===== src/rtl/booth_ctrl_fsm.sv =====
// ============================================================================
// Module   : booth_ctrl_fsm
// Purpose  : Control sequencer for the radix-2 Booth multiplier. It drives the
//            datapath strobes and the iteration counter, and reports busy/done.
// Option   : BOOTH_CTRL_START_ERR_EN adds a sticky 'err' output for start
//            requests that arrive while an operation is in progress.
// Revision : 1.0 - initial release
// ============================================================================
`timescale 1ns/1ps
`default_nettype none

module booth_ctrl_fsm #(
   parameter int N_BITS      = 16,
   parameter int COUNT_WIDTH = 5
) (
   input  logic                   clk,
   input  logic                   reset_n,
   input  logic                   start,
   input  logic                   q0,
   input  logic                   q_1,
   input  logic [COUNT_WIDTH-1:0] count_in,
   output logic                   count_en,
   output logic                   decr,
   output logic                   load_m,
   output logic                   load_q,
   output logic                   clr_a,
   output logic                   clr_q_1,
   output logic                   add_sub_en,
   output logic                   sub,
   output logic                   shift,
   output logic                   busy,
`ifdef BOOTH_CTRL_START_ERR_EN
   output logic                   err,
`endif
   output logic                   done
);

   typedef enum logic [2:0] {
      S_IDLE  = 3'd0,
      S_LOAD  = 3'd1,
      S_CHECK = 3'd2,
      S_ADD   = 3'd3,
      S_SUB   = 3'd4,
      S_SHIFT = 3'd5,
      S_DONE  = 3'd6
   } state_t;

   localparam logic [COUNT_WIDTH-1:0] c_max_count = COUNT_WIDTH'(N_BITS);
   localparam logic [COUNT_WIDTH-1:0] c_last_iter = COUNT_WIDTH'(1);

   state_t r_state;
   state_t w_next;
   logic   w_count_bad;

   // An exhausted or out-of-range counter in CHECK exits rather than loop.
   assign w_count_bad = (count_in == '0) || (count_in > c_max_count);

   always_ff @(posedge clk or negedge reset_n) begin
      if (!reset_n) begin
         r_state <= S_IDLE;
      end else begin
         r_state <= w_next;
      end
   end

   always_comb begin
      w_next = r_state;
      case (r_state)
         S_IDLE  : if (start) w_next = S_LOAD;
         S_LOAD  : w_next = S_CHECK;
         S_CHECK : begin
            if (w_count_bad)               w_next = S_DONE;
            else if ({q0, q_1} == 2'b10)   w_next = S_SUB;
            else if ({q0, q_1} == 2'b01)   w_next = S_ADD;
            else                           w_next = S_SHIFT;
         end
         S_ADD, S_SUB : w_next = S_SHIFT;
         S_SHIFT : w_next = (count_in == c_last_iter) ? S_DONE : S_CHECK;
         S_DONE  : w_next = S_IDLE;
         default : w_next = S_IDLE;
      endcase
   end

   // Moore decode: outputs depend on the state register alone.
   always_comb begin
      count_en   = 1'b0;
      decr       = 1'b0;
      load_m     = 1'b0;
      load_q     = 1'b0;
      clr_a      = 1'b0;
      clr_q_1    = 1'b0;
      add_sub_en = 1'b0;
      sub        = 1'b0;
      shift      = 1'b0;
      done       = 1'b0;
      busy       = (r_state != S_IDLE);
      case (r_state)
         S_LOAD : begin
            load_m   = 1'b1;
            load_q   = 1'b1;
            clr_a    = 1'b1;
            clr_q_1  = 1'b1;
            count_en = 1'b1;
         end
         S_ADD  : add_sub_en = 1'b1;
         S_SUB  : begin
            add_sub_en = 1'b1;
            sub        = 1'b1;
         end
         S_SHIFT : begin
            shift = 1'b1;
            decr  = 1'b1;
         end
         S_DONE  : done = 1'b1;
         default : ;
      endcase
   end

`ifdef BOOTH_CTRL_START_ERR_EN
   logic r_err;

   always_ff @(posedge clk or negedge reset_n) begin
      if (!reset_n) begin
         r_err <= 1'b0;
      end else if (start && (r_state == S_IDLE)) begin
         r_err <= 1'b0;
      end else if (start && (r_state != S_DONE)) begin
         r_err <= 1'b1;
      end
   end

   assign err = r_err;
`endif

endmodule

`default_nettype wire


===== config.mk =====
export PLATFORM = sky130hd
export DESIGN_NAME = booth_ctrl_fsm
export DESIGN_NICKNAME = d
export VERILOG_FILES = /design/src/rtl/booth_ctrl_fsm.sv
export SDC_FILE = /design/constraint.sdc
export NUM_CORES = 1
export LEC_CHECK = 0
export CELL_PAD_IN_SITES_DETAIL_PLACEMENT = 2
export CELL_PAD_IN_SITES_GLOBAL_PLACEMENT = 2
export CORE_AREA = 2 2 58 44
export DETAILED_ROUTE_END_ITERATION = 10
export DIE_AREA = 0 0 60 46
export PLACE_DENSITY = 0.66
export SETUP_SLACK_MARGIN = 0.2
export SKIP_CTS_REPAIR_TIMING = 1
export SLEW_MARGIN = 15
export SYNTH_ARGS = -nofsm -noshare
export SYNTH_HDL_FRONTEND = slang
export SYNTH_SLANG_ARGS = --single-unit

===== constraint.sdc =====
create_clock -name clk -period 1 [get_ports clk]
set_input_delay 0.1 -clock clk [delete_from_list [all_inputs] [get_ports clk]]
set_output_delay 0.1 -clock clk [all_outputs]
set_load 0.02 [all_outputs]

==> out/summary.txt <==
CTS tree = done
Core Rows = 15
post-route ant nets = 0
Max VDD drop = 448.4 µV
Synth warnings = 0
Die Width = 60 µm
Post-Syn Area = 272.8 µm²
crit path DAT = 1.20 ns
htree depth = 1
first-pass GRT wire length = 1.552 mm
Total GRT Usage = 0.08333
core area = 2271 µm²
n_diodes = 0
layout cells sized above 1 = 0.6230
Core Util, Final = 0.2915
Peak Freq = 772.1 MHz
Largest Register = r_state
Slowest cell on crit path = dfrtp_2
post-synth top area cell = dfrtp_1
pins over their slew limit = 0
failing checks = setup timing
P per Cell Area = 2936 nW/µm²
r2r worst-path depth = 3
Final WS setup = -0.2951 ns
Initial DRC Count = 1
RSZ-0062 raised after global routing = yes
Slew Limit Headroom = 0.8093
Synth Instances = 35
Max Cap Viol = 0
I/O pins = 21
static leakage = 0.3064 nW
worst hold path type = primary input to async pin
worst-margin pin slew = 0.2835 ns
via count = 343
area growth from synthesis to layout = 142.7%
port buffer count = 20
Fillers = 266
max reg flops = 3
final worst-path cycle share = 1.295
nets@finish = 72
vias per cell = 3.611
Yosys reg bits = 3
Initial Utilization = 0.1201
maximum number of pins on one net before global-route repair = 7
critical path cell sequence = or3_4, buf_6
final hold violation count = 0
initial antenna violation count = 0
status = finished, violations left
endpoint type of the worst setup path = primary output
CP startpoint = r_state[2]
Inst Count DP = 90
r2r setup slk = -0.16 ns
Setup crit start kind = flop
Max clock buf depth = 2
main area contributors after synthesis = dfrtp_1, buf_4, nor2_1
Netlist cell types = 21
Reg clk slew, reported paths = 0.04 ns
CP max stage delay = 0.43 ns
root buffer cell = clkbuf_4
Die H = 46 µm
crit path capture = busy
Mapped Nets = 45
# setup viols final = 13
vias in the first global route = 355
number of buffers created by CTS = 3
biggest regs = r_state (3)
r2r startpoint = r_state[0]
WL final = 1.014 mm
sequential fraction of the synthesis area = 0.2752
DR pass1 iterations = 2
final critical-path required period = 1.295 ns
Reg2Reg Capture Point = r_state[2]
non-filler instance count after layout = 95
Avg WL per Cell = 10.67 µm
CP Max Fanout = 4
Sink Count = 3
DR DRC count = 0
total grt overflow = 0
Clk Latency, worst-skew pair = 0.24 ns
post-DP HPWL = 814.3 µm
syn avg cell area = 7.793 µm²
Setup Skew = 0.0001152 ns
Placer Congestion = 0.7329
post-synth top area share = 0.2752
Crit path required time = 0.90 ns
Die Area = 2760 µm²
critical path class = flop to primary output
[per-stage QoR]
stage | setup slack, ns | hold slack, ns | area (µm²) | total power, W | setup TNS, ns
3_5_place_dp | -0.6208 | 0.3031 | 591.8 | 0.001628 | -7.274
5_1_grt | -0.3274 | 0.05838 | 661.9 | 0.002083 | -3.676
6_report | -0.2951 | 0.05271 | 661.9 | 0.001944 | -2.920
3_3_place_gp | -0.5569 | 0.2920 | 591.8 | 0.001599 | -6.881
2_1_floorplan | -0.1669 | -0.1956 | 369.1 | 0.001233 | -1.016
4_1_cts | -0.8199 | 0.04877 | 618.1 | 0.001854 | -9.361
[cell usage in the layout (no fill, tap or decap), types with 2 or more instances in the layout]
master,netlist,routed
buf_4,5,13
buf_6,0,7
clkbuf_4,0,3
clkdlybuf4s50_1,0,5
dfrtp_2,0,3
dlymetal6s2s_1,0,4
nand2_1,2,2
nor2_1,4,2
nor2_4,0,2
[power by group]
part	internal, W	switching (W)	total (W)
sequential	0.000192	0.000129	0.000321
clock	0.000150	0.0000651	0.000215
combinational	0.000734	0.000674	0.00141
total	0.00108	0.000868	0.00194
[final cells by class]
cell class              count  area [µm²]  share of cell area
well taps                  34       42.54             0.06427
flip-flops and latches      3       78.83              0.1191
inverters                   2       10.01             0.01512
repair buffers             29       276.5              0.4178
clock buffers               4       26.28             0.03970
multi-input cells          23       227.7              0.3440
[cells in the mapped netlist]
master,n
buf_4,5
nor2_1,4
dfrtp_1,3
clkbuf_1,2
inv_1,2
nand2_1,2
nor3_1,2
o21bai_1,2
a21boi_0,1
a21oi_1,1
a31o_1,1
nand2b_1,1
nand3b_1,1
nor3b_1,1
nor4_1,1
nor4_2,1
o21ai_0,1
o311ai_0,1
o31ai_1,1
or3_1,1
xor2_1,1
[cells by family (layout without fill, tap and decap cells)]
group	count (synthesis)	count (layout)	share of synthesized area
compound gates	8	8	0.2110
xor+xnor	1	1	0.03212
buf+inv	9	35	0.1927
flops	3	3	0.2752
simple gates	14	14	0.2890
[critical path, delay by kind of cell (launching register included)]
family | cells | cell delay [ns]
DFF | 1 | 0.43
and+or+nand+nor | 1 | 0.39
buffers and inverters | 1 | 0.14
[per-layer routing]
layer,global-route usage,vias up,share of wire
met5,0,-,0
met2,0.1326,13,0.56
met1,0.08754,159,0.38
li1,-,169,-
met3,0.01705,2,0.044
met4,0.09333,0,0.017
[how the worst min path moves through the flow]
| stage | startpoint | endpoint | depth (start not counted) |
|---|---|---|---|
| 2_1_floorplan | reset_n | r_state[0] | 0 |
| 3_3_place_gp | reset_n | r_state[0] | 1 |
| 3_5_place_dp | reset_n | r_state[0] | 1 |
| 4_1_cts | reset_n | r_state[0] | 1 |
| 5_1_grt | reset_n | r_state[1] | 1 |
| 6_report | reset_n | r_state[0] | 1 |
(Power assumes the default switching activity.)
